### src/rtl/quad_pos_tracker.sv
// Dual-axis quadrature decoder with saturating 8-bit positions and a coherent
// snapshot (x_pos/y_pos/status) that only moves on snap_req or rst.
module quad_pos_tracker #(
    parameter int unsigned SYNC_STAGES = 2,
    parameter logic [7:0]  POS_INIT    = 8'd128,
    parameter logic [7:0]  POS_MAX     = 8'd255
) (
    input  logic       clk,
    input  logic       rst,
    input  logic       xa,
    input  logic       xb,
    input  logic       ya,
    input  logic       yb,
    input  logic       btn,
    input  logic       snap_req,
    input  logic       clr_req,
    output logic [7:0] x_pos,
    output logic [7:0] y_pos,
    output logic [7:0] status,
    output logic       snap_valid
);

    localparam int unsigned NS = (SYNC_STAGES < 2) ? 2 : SYNC_STAGES;

    localparam logic [1:0] PH_00 = 2'b00;
    localparam logic [1:0] PH_01 = 2'b01;
    localparam logic [1:0] PH_11 = 2'b11;
    localparam logic [1:0] PH_10 = 2'b10;

    localparam logic [1:0] STEP_NONE = 2'b00;
    localparam logic [1:0] STEP_INC  = 2'b01;
    localparam logic [1:0] STEP_DEC  = 2'b10;
    localparam logic [1:0] STEP_ERR  = 2'b11;

    // Synchroniser bits: [4]=btn [3]=ya [2]=yb [1]=xa [0]=xb
    logic [4:0] sync_q [NS];
    logic [4:0] sync_d [NS];

    always_comb begin
        sync_d[0] = {btn, ya, yb, xa, xb};
        for (int unsigned i = 1; i < NS; i++) begin
            sync_d[i] = sync_q[i-1];
        end
    end

    always_ff @(posedge clk) begin
        for (int unsigned i = 0; i < NS; i++) begin
            if (rst) sync_q[i] <= '0;
            else     sync_q[i] <= sync_d[i];
        end
    end

    logic [1:0] x_cur, y_cur;
    logic       btn_sync;

    assign x_cur    = sync_q[NS-1][1:0];
    assign y_cur    = sync_q[NS-1][3:2];
    assign btn_sync = sync_q[NS-1][4];

    function automatic logic [1:0] quad_step(input logic [1:0] prv, input logic [1:0] cur);
        logic [1:0] s;
        s = STEP_NONE;
        case (prv)
            PH_00: case (cur) PH_01: s = STEP_INC; PH_10: s = STEP_DEC; PH_11: s = STEP_ERR; default: s = STEP_NONE; endcase
            PH_01: case (cur) PH_11: s = STEP_INC; PH_00: s = STEP_DEC; PH_10: s = STEP_ERR; default: s = STEP_NONE; endcase
            PH_11: case (cur) PH_10: s = STEP_INC; PH_01: s = STEP_DEC; PH_00: s = STEP_ERR; default: s = STEP_NONE; endcase
            default: case (cur) PH_00: s = STEP_INC; PH_11: s = STEP_DEC; PH_01: s = STEP_ERR; default: s = STEP_NONE; endcase
        endcase
        return s;
    endfunction

    logic [1:0] x_prev_q, x_prev_d, y_prev_q, y_prev_d;
    logic [1:0] x_step, y_step;

    // X axis decoder: prev phase always follows the synchronised input
    always_comb begin
        x_prev_d = x_cur;
        x_step   = quad_step(x_prev_q, x_cur);
    end

    // Y axis decoder
    always_comb begin
        y_prev_d = y_cur;
        y_step   = quad_step(y_prev_q, y_cur);
    end

    logic [7:0] x_live_q, x_live_d, y_live_q, y_live_d;
    logic       movx_q, movx_d, movy_q, movy_d;
    logic       satx_q, satx_d, saty_q, saty_d;
    logic       qerr_q, qerr_d;
    logic [1:0] seq_q, seq_d;
    logic [7:0] x_pos_q, x_pos_d, y_pos_q, y_pos_d, status_q, status_d;
    logic       snap_valid_q, snap_valid_d;

    logic       x_blk, y_blk, x_mv, y_mv;
    logic [7:0] x_next, y_next;

    always_comb begin
        x_blk = ((x_step == STEP_INC) && (x_live_q == POS_MAX)) ||
                ((x_step == STEP_DEC) && (x_live_q == 8'd0));
        y_blk = ((y_step == STEP_INC) && (y_live_q == POS_MAX)) ||
                ((y_step == STEP_DEC) && (y_live_q == 8'd0));
        x_mv  = (x_step == STEP_INC) || (x_step == STEP_DEC);
        y_mv  = (y_step == STEP_INC) || (y_step == STEP_DEC);

        x_next = x_live_q;
        if (!x_blk && x_step == STEP_INC) x_next = x_live_q + 8'd1;
        if (!x_blk && x_step == STEP_DEC) x_next = x_live_q - 8'd1;
        y_next = y_live_q;
        if (!y_blk && y_step == STEP_INC) y_next = y_live_q + 8'd1;
        if (!y_blk && y_step == STEP_DEC) y_next = y_live_q - 8'd1;

        x_pos_d      = x_pos_q;
        y_pos_d      = y_pos_q;
        status_d     = status_q;
        seq_d        = seq_q;
        snap_valid_d = 1'b0;

        // Capture uses pre-event state, so a same-cycle event lands in the next window
        if (snap_req) begin
            x_pos_d      = x_live_q;
            y_pos_d      = y_live_q;
            status_d     = {seq_q, qerr_q, saty_q, satx_q, movy_q, movx_q, btn_sync};
            seq_d        = seq_q + 2'd1;
            snap_valid_d = 1'b1;
        end

        if (clr_req) begin
            x_live_d = POS_INIT;
            y_live_d = POS_INIT;
            movx_d   = 1'b0;
            movy_d   = 1'b0;
            satx_d   = 1'b0;
            saty_d   = 1'b0;
            qerr_d   = 1'b0;
        end else begin
            x_live_d = x_next;
            y_live_d = y_next;
            movx_d   = (movx_q & ~snap_req) | x_mv;
            movy_d   = (movy_q & ~snap_req) | y_mv;
            satx_d   = (satx_q & ~snap_req) | x_blk;
            saty_d   = (saty_q & ~snap_req) | y_blk;
            qerr_d   = (qerr_q & ~snap_req) | (x_step == STEP_ERR) | (y_step == STEP_ERR);
        end
    end

    always_ff @(posedge clk) begin
        if (rst) begin
            x_prev_q     <= '0;
            y_prev_q     <= '0;
            x_live_q     <= POS_INIT;
            y_live_q     <= POS_INIT;
            movx_q       <= 1'b0;
            movy_q       <= 1'b0;
            satx_q       <= 1'b0;
            saty_q       <= 1'b0;
            qerr_q       <= 1'b0;
            seq_q        <= '0;
            x_pos_q      <= POS_INIT;
            y_pos_q      <= POS_INIT;
            status_q     <= '0;
            snap_valid_q <= 1'b0;
        end else begin
            x_prev_q     <= x_prev_d;
            y_prev_q     <= y_prev_d;
            x_live_q     <= x_live_d;
            y_live_q     <= y_live_d;
            movx_q       <= movx_d;
            movy_q       <= movy_d;
            satx_q       <= satx_d;
            saty_q       <= saty_d;
            qerr_q       <= qerr_d;
            seq_q        <= seq_d;
            x_pos_q      <= x_pos_d;
            y_pos_q      <= y_pos_d;
            status_q     <= status_d;
            snap_valid_q <= snap_valid_d;
        end
    end

    assign x_pos      = x_pos_q;
    assign y_pos      = y_pos_q;
    assign status     = status_q;
    assign snap_valid = snap_valid_q;

endmodule

### config.mk
export PLATFORM = sky130hd
export DESIGN_NAME = quad_pos_tracker
export DESIGN_NICKNAME = d
export VERILOG_FILES = /design/src/rtl/quad_pos_tracker.sv
export SDC_FILE = /design/constraint.sdc
export NUM_CORES = 1
export LEC_CHECK = 0
export CAP_MARGIN = 40
export CORE_MARGIN = 5
export CORE_UTILIZATION = 50
export CTS_CLUSTER_DIAMETER = 150
export DETAILED_ROUTE_END_ITERATION = 8
export GPL_ROUTABILITY_DRIVEN = 0
export HOLD_SLACK_MARGIN = 0.12
export PLACE_DENSITY_LB_ADDON = 0.1
export SLEW_MARGIN = 20
export SYNTH_ARGS = -nofsm -noshare
export SYNTH_HDL_FRONTEND = slang
export SYNTH_SLANG_ARGS = --single-unit
export TNS_END_PERCENT = 30
### constraint.sdc
create_clock -name clk -period 3.24 [get_ports clk]
set_input_delay 0.486 -clock clk [delete_from_list [all_inputs] [get_ports clk]]
set_output_delay 0.486 -clock clk [all_outputs]
set_load 0.05 [all_outputs]
; ---- Yosys cells after proc, flatten, opt, wreduce, memory -nomap -nowiden
; Memories as Yosys holds them, arrays and structs flattened.
; Cells that the tools add are included.
[word_totals]
reg_bits = 52
latch_bits = 0
ram_bits = 10
rom_bits = 0
input_bits = 9
output_inout_bits = 25
wordCells = 95
mem_count = 1
[classes]
add_sub_neg = 5
n_mul = 0
div_mod_pow = 0
n_lt_le_gt_ge = 0
n_eq_ne = 18
shifts = 0
muxes = 20
n_bitwise = 14
reduce_logical = 23
[memory_table]
columns = memory, depth, word_bits, read_ports, rd_clocked_by_memory_dff, wr, line_no
row1 = sync_q, 2, 5, 2, 0, 2, 36  ; logic [4:0] sync_q [NS];
[ops]
columns = operator, n
row1 = $pmux W2 S3, 10
row2 = $mux W8, 4
row3 = $eq A2 B2 Y1 const B, 10
row4 = $add A8 B1 Y8 const B, 2
row5 = $eq A8 B8 Y1 const B, 2
row6 = $logic_not A8 Y1, 2
row7 = $sub A8 B1 Y8 const B, 2
row8 = $eq A2 B1 Y1 const B, 6
row9 = $mux W5, 2
row10 = $logic_and A1 B1 Y1, 8
row11 = $logic_not A2 Y1, 4
row12 = $or A1 B1 Y1, 8
row13 = $and A1 B1 Y1, 5
row14 = $logic_or A1 B1 Y1, 4
row15 = $mux W1, 4
row16 = $reduce_bool A2 Y1, 2
row17 = $add A2 B1 Y2 const B, 1
row18 = $logic_not A1 Y1, 2
row19 = $reduce_or A2 Y1, 1
row20 = $not A1 Y1, 1

; ---- Logic depth before layout (Yosys ltp)
; Gate-level depths: netlist (run 1).
[logic_depth]
word_depth = 10
depth_mapped = 16
ltp_nobuf = 16

; ---- Least setup slack after synthesis (run 1)
; No wires, ideal clock.
[synth_timing]
kind = reg-to-reg
start = register y_prev_q[1]
end = register y_live_q[6]
setup_ps = 128
arrival_ps = 3207
required_ps = 3112
setup_slack_ps = -94
stages_incl_launch_ff = 17
path_buffers = 0
synth_period_minus_slack_ps = 3334
cell_sequence = dfxtp_1 -> nor2_1 -> a21o_1 -> o21a_1 -> inv_1 -> ha_1 -> nand3_1 -> or4_1 -> and2_1 -> nand2_1 -> xnor2_1 -> ha_1 -> or4b_2 -> o22ai_1 -> nand3_1 -> xor2_1 -> nor2_1
[synth_via]
elab_chain_len = 8
elab_cells_between_ends = 14
classes_between = 4 x eq/ne / 2 x mux / 8 x reduce/logical
[synth_lines]
columns = element, line_no
row1 = start: declaration, 72  ; logic [1:0] x_prev_q, x_prev_d, y_prev_q, y_prev_d;
row2 = start signal: assignment, 165  ; y_prev_q <= y_prev_d;
row3 = "$eq A2 B2 Y1, or another cell as far along", 63  ; case (prv)
row4 = $pmux W2 S3 *, 63
row5 = $eq A2 B1 Y1 / $eq A2 B2 Y1 (equally long branches), --
row6 = "$logic_and A1 B1 Y1, on equally long branches", "101, 102"
row7 = $logic_or A1 B1 Y1, 101  ; y_blk = ((y_step == STEP_INC) && (y_live_q == POS_MAX)) ||
row8 = $logic_not A1 Y1, "110, 111"
row9 = "$logic_and A1 B1 Y1, on equally long branches", "111, 110"
row10 = $mux W8 / $reduce_bool A2 Y1 (equally long branches), --
row11 = end signal: assignment, 167  ; y_live_q <= y_live_d;
row12 = end: declaration, 87  ; logic [7:0] x_live_q, x_live_d, y_live_q, y_live_d;
; Every way passes the cells marked *; elsewhere a longest branch is shown, timed or not.
; A chain may end at the register's enable or synchronous reset.

; ---- Worst setup path after layout (run 1)
[layout_timing]
start = register y_prev_q[1]
end = register y_live_q[4]
; Same word-level chain as after synthesis.

==> results of run 1 <==
## cells by family (layout without fill, tap and decap cells)
kind of cell,Yosys count,after routing,share of synthesized area (%)
buffers and inverters,27,78,4.40
and+or+nand+nor,125,125,23.4
AOI/OAI and AO/OA,53,53,12.8
DFF,62,62,43.2
xor gates and xnor gates,10,10,3.05
adders and majority gates,8,8,3.49
muxes,27,27,9.59
## stage by stage
stage	power (mW)	util, %	instance area, um2	setup WS [ns]	hold WS [ns]
floorplan	0.990	-	2880	0.00670	0.414
global placement	1.05	60.7	3360	0.0696	0.420
detailed placement	1.06	60.7	3360	-0.0536	0.430
CTS	1.85	65.2	3610	0.0928	0.446
global route	1.91	65.7	3640	0.0289	0.463
finish	1.84	65.7	3640	0.178	0.439
## power breakdown
group	total, mW	switching [mW]	internal, mW	leakage [nW]
registers	0.807	0.0190	0.788	0.506
logic	0.237	0.133	0.104	0.828
clock network	0.792	0.296	0.495	0.120
## cells in the final DEF, fill, tap and decap left out, types with 3 or more instances in the layout
master           synthesis  layout
clkdlybuf4s50_1          0      33
xor2_1                   8       8
clkbuf_8                 0      12
nand3_1                 10       9
ha_1                     8       6
nand2_1                 17      17
or4_4                    2       3
nor2b_1                 19      19
inv_1                    8       7
a21oi_1                 14      13
dfxtp_1                 62      60
o211ai_1                 4       4
mux2i_1                 26      26
nor3_1                   5       5
or3_1                    4       4
o21ai_0                 12      12
buf_4                    0      20
nor2_1                  42      42
## timing repair
action | CTS | global route
pin swaps | 0 | 2
gates cloned | 0 | 0
endpoints found under the setup margin | 2 | 4
resized for setup | 3 | 6
setup buffers | 0 | 1
## metal layers
metal,GRT usage [%],vias to the layer above,routed length [um]
li1,-,1186,-
met1,22.9,1095,3020
met2,27.4,57,2740
met3,3.46,12,254
met4,9.64,0,167
met5,0,-,0
## worst max-delay path, stage by stage (launching register included)
cell,delay [ns]
dfxtp_4,0.37
nor2_1,0.06
a21o_1,0.15
o21a_1,0.19
inv_2,0.09
ha_4,0.14
nand3_2,0.08
or4_4,0.43
and2_1,0.18
nand2_1,0.07
xnor2_1,0.07
ha_2,0.17
or4b_4,0.49
mux2i_1,0.15
nand3_1,0.10
xor2_1,0.15
nor2_1,0.05
## state kept, by name, indices dropped and copies added (netlist names)
register / flops
status: 8
movx_q: 1
y_prev_q: 2
sync_q: 10
x_live_q: 8
y_live_q: 8
y_pos: 8
x_prev_q: 2
snap_valid: 1
qerr_q: 1
satx_q: 1
saty_q: 1
movy_q: 1
seq_q: 2
x_pos: 8
## worst min path at each step
stage,from,endpoint,slack [ns],depth (start not counted)
2_1_floorplan,sync_q[0][0]$_SDFF_PP0_,sync_q[1][0]$_SDFF_PP0_,0.41,1
5_1_grt,sync_q[0][0]$_SDFF_PP0_,sync_q[1][0]$_SDFF_PP0_,0.46,1
4_1_cts,sync_q[0][2]$_SDFF_PP0_,sync_q[1][2]$_SDFF_PP0_,0.45,1
3_3_place_gp,sync_q[0][3]$_SDFF_PP0_,sync_q[1][3]$_SDFF_PP0_,0.42,1
3_5_place_dp,sync_q[0][4]$_SDFF_PP0_,sync_q[1][4]$_SDFF_PP0_,0.43,1
6_report,sync_q[0][2]$_SDFF_PP0_,sync_q[1][2]$_SDFF_PP0_,0.44,1
## final cells by class
type | instances | area share [%]
multi-input combinational | 223 | 42.3
clock buffer | 13 | 4.64
inverter | 8 | 0.825
clock inverter | 3 | 1.79
tap | 72 | 2.47
timing repair buffer | 54 | 13.7
sequential | 62 | 34.2
==> out/metrics.cfg, run 1 <==
[worst_setup_path]
setup.worst_path.class=register to register
worst_ep_arrival_time_ns=3.28
crit_start=y_prev_q[1]$_SDFF_PP0_
timing.critical_path.from_type=register
endpoint_kind=register
reg2reg_slack_ns=0.18
worst_setup_path_endpoint=y_live_q[4]$_SDFFE_PP0P_
regToRegEndpoint=y_live_q[4]$_SDFFE_PP0P_
reg2regPathDepth=16
worst-endpoint-required_ns=3.46
critical_path.reg2reg.startpoint=y_prev_q[1]$_SDFF_PP0_
critPathMaxFanout=6

[die]
io_pins=34
floorplan.initialDensity_pct=51.8
rows=27
die_width_um=85.8
coreArea_um2=5540
die_area_um2=7360
fp.dieH_um=85.8

[logic_synthesis]
syn_area_um2=2870
syn-num-nets=329
synth-seq-area-share_pct=43.2
synth_cell_type_count=54
number_of_synthesized_flops_with_an_enable_pin=0
yosys.area.top_type_share_pct=43.2
netlist.top_cell.by_area=dfxtp_1
synth.avg_cell_area_um2=9.20
synth.yosys.warnings=0
synth_ff_type=dfxtp_1
synth_cells=312
synth_async_sr_flop_share_pct=0
ys_seq_elements=62
synth_area_leaders=dfxtp_1, mux2i_1, nor2_1
post-synth-top-count-cell=dfxtp_1
synth.cells.most_frequent=dfxtp_1, nor2_1, mux2i_1, nor2b_1, nand2_1

[grt]
first_global_vias=2263
grt_use_total_pct=17.6
maximum_number_of_pins_on_one_net_before_global_route_repair=37
grt_overflow_total=0
wire_length_of_the_first_global_routing_pass_um=10300
antenna_found_initial=0

[clock_network]
worst_skew_pair.late_latency_ns=0.34
max-clock-path-buffers=2
clkSlewWorstSetupHoldPaths_ns=0.07
cts_hold_repair.buffers=0
clock_sinks=62
clk_root_buffer_cell=clkbuf_8
tritoncts=built
cts_buffers=9
htreeDepth=3

[routing]
detail_route.drc_violations=0
route.final.wire_length_um=6180
dr_total_vias=2350
drtIter0Drc=151
detail_route.first_pass.iterations=4
number_of_nets_still_failing_antenna_checks_after_routing=0
wire_per_inst_um=14.2
vias_per_cell=5.40

[timing]
setup_viol=0
min_period_ns=3.06
tightest_slew_ns=0.717
timing.final.max_slew_violations=0
timing.max_slew.rel_slack_pct=52.1
final_clock_skew_ns=0.00710
top_achievable_clock_speed_ghz=0.327
unrepaired_setup_endpoints_after_global_routing=false
hold_viol_final=0
setup-tns-final_ns=0
final.period_utilization_pct=94.5

[placement]
dp_hpwl_um=4210
place.port_buffers=33
placedCellCount=418

[min_path]
worst_hold_path_type=register to register

[final_layout]
syn_to_final_growth_pct=26.9
sequential_cell_area_um2=1250
antenna_cell_count=0
drive_gt1_share_pct=16.3
nets=375
post_layout_nonfiller_instances=435
multiInputGateArea_um2=1540
filler_cell_count=497

[job]
drv.max_cap_violation_count=0

[power_and_ir_drop]
power_density_nw_per_um2=504
leakagePower_nw=1.45
vdd_ir_drop_max_mv=0.330

[status]
outcome=finished, final reports clean

Note: power is estimated with default switching activity, not from simulation.
==> run 2, diff against run 1 <==
RECOVER_POWER = 25   (was default)
==> out/metrics.cfg, run 2 (synthesis results as in run 1) <==
[status]
failed_checks=capacitance limit, slew limit
outcome=finished with violations

[worst_setup_path]
crit_start=y_prev_q[1]$_SDFF_PP0_
timing.critical_path.from_type=register
endpoint_kind=register
worst_ep_arrival_time_ns=3.28
critPathMaxFanout=6
reg2regPathDepth=16
worst-endpoint-required_ns=3.46
critical_path.reg2reg.startpoint=y_prev_q[1]$_SDFF_PP0_
regToRegEndpoint=y_live_q[4]$_SDFFE_PP0P_
setup.worst_path.class=register to register
reg2reg_slack_ns=0.18

[timing]
final_clock_skew_ns=0.00710
timing.final.max_slew_violations=37
setup_viol=0
unrepaired_setup_endpoints_after_global_routing=false
hold_viol_final=0
tightest_slew_ns=1.54
timing.max_slew.rel_slack_pct=-2.64
min_period_ns=3.06
top_achievable_clock_speed_ghz=0.327
setup-tns-final_ns=0
final.period_utilization_pct=94.5
post-route-worst-setup-slack_ns=0.178

[grt]
antenna_found_initial=0
grt_use_total_pct=17.6
maximum_number_of_pins_on_one_net_before_global_route_repair=37
wire_length_of_the_first_global_routing_pass_um=10300
grt_overflow_total=0
first_global_vias=2263

[clock_network]
worst_skew_pair.late_latency_ns=0.34
clock_sinks=62
tritoncts=built
clkSlewWorstSetupHoldPaths_ns=0.07
clk_root_buffer_cell=clkbuf_8
htreeDepth=3
cts_buffers=9
cts_hold_repair.buffers=0
max-clock-path-buffers=2

[min_path]
holdPathStages=1
hold_sp=sync_q[0][2]$_SDFF_PP0_
min_to=sync_q[1][2]$_SDFF_PP0_
worst_hold_path_type=register to register

[power_and_ir_drop]
power.share.combinational_pct=12.9
switching_power_as_a_share_of_total_power_pct=24.4
power.switching_mw=0.448
leakagePower_nw=1.45
vdd_ir_drop_max_mv=0.330
seqPwrFrac_pct=44.0
power_density_nw_per_um2=504
internal_power_mw=1.39
p_clk_share_pct=43.2

[routing]
dr_wl_met3_um=254
route.met2.wl_um=2740
met1Wirelength_um=3020
route.final.wire_length_um=6180
detail_route.first_pass.iterations=4
vias_per_cell=5.40
number_of_nets_still_failing_antenna_checks_after_routing=0
drtIter0Drc=153
top_layer=met4
detail_route.drc_violations=0
dr_total_vias=2350
wire_per_inst_um=14.2

[final_layout]
mostFrequentLayoutCell=dfxtp_1
largest-register=sync_q
drive_gt1_share_pct=16.0
utilization_pct=65.7
syn_to_final_growth_pct=26.7
post_layout_nonfiller_instances=435
largest_reg_flops=10
antenna_cell_count=0
nets=375
filler_cell_count=497
stdcell_area_um2=3640
final_cell_mix=dfxtp_1, nor2_1, clkdlybuf4s50_1

[die]
die_area_um2=7360
rows=27
die_width_um=85.8
floorplan.initialDensity_pct=51.8
io_pins=34
fp.dieH_um=85.8
coreArea_um2=5540

[placement]
post_detailed_placement_cell_area_um2=3360
place.port_buffers=33
dp_hpwl_um=4210
placedCellCount=418
pre_cts_slack_ns=-0.0536

[job]
drv.max_cap_violation_count=1

-- run 2: cell count changes in the layout (fill, tap and decap cells not counted) --
cell,before,now
dlygate4sd3_1,0,2
buf_4,20,19
clkbuf_1,1,2
clkdlybuf4s50_1,33,31
-- run 2: layer usage --
metal	up-vias	track usage (%)
met3	12	3.46
met5	-	0
met4	0	9.64
met2	57	27.4
met1	1095	22.9
li1	1186	-
-- run 2: critical path, stage by stage, from the launching register on --
cell	delay, ns
dfxtp_4	0.37
nor2_1	0.06
a21o_1	0.15
o21a_1	0.19
inv_2	0.09
ha_4	0.14
nand3_2	0.08
or4_4	0.43
and2_1	0.18
nand2_1	0.07
xnor2_1	0.07
ha_2	0.17
or4b_4	0.49
mux2i_1	0.15
nand3_1	0.10
xor2_1	0.15
nor2_1	0.05
-- run 2: power by group through the flow --
stage / clock network [mW] / registers (mW) / logic [mW]
2_1_floorplan: 0 / 0.845 / 0.145
3_3_place_gp: 0 / 0.823 / 0.228
3_5_place_dp: 0 / 0.825 / 0.232
4_1_cts: 0.809 / 0.807 / 0.234
5_1_grt: 0.844 / 0.810 / 0.258
6_report: 0.792 / 0.807 / 0.236
-- run 2: area by class of cell --
cell class	count	area [um2]	share of cell area, %
repair buffers	54	497	13.7
multi-input cells	223	1540	42.3
clock buffers	13	169	4.64
well taps	72	90.1	2.48
flip-flops and latches	62	1250	34.3
clock inverters	3	65.1	1.79
inverters	8	30.0	0.826
-- run 2: stage by stage --
stage	hold WS [ns]	total power [mW]
finish	0.439	1.83
global route	0.463	1.91
CTS	0.446	1.85
detailed placement	0.430	1.06
global placement	0.420	1.05
floorplan	0.414	0.990
-- run 2: timing repair --
item / 4_1_cts / 5_1_grt
pin swaps: 0 / 2
gates cloned: 0 / 0
setup endpoints to repair: 2 / 4
setup buffers: 0 / 1
gates resized for setup: 3 / 6
-- run 2: worst max-delay path by stage --
stage / end / slack, ns / cells after the start
6_report: y_live_q[4]$_SDFFE_PP0P_ / 0.18 / 16
5_1_grt: y_live_q[6]$_SDFFE_PP0P_ / 0.03 / 16
4_1_cts: y_live_q[4]$_SDFFE_PP0P_ / 0.09 / 16
3_5_place_dp: y_live_q[6]$_SDFFE_PP0P_ / -0.05 / 16
3_3_place_gp: y_live_q[6]$_SDFFE_PP0P_ / 0.07 / 16
2_1_floorplan: y_live_q[6]$_SDFFE_PP0P_ / 0.007 / 16
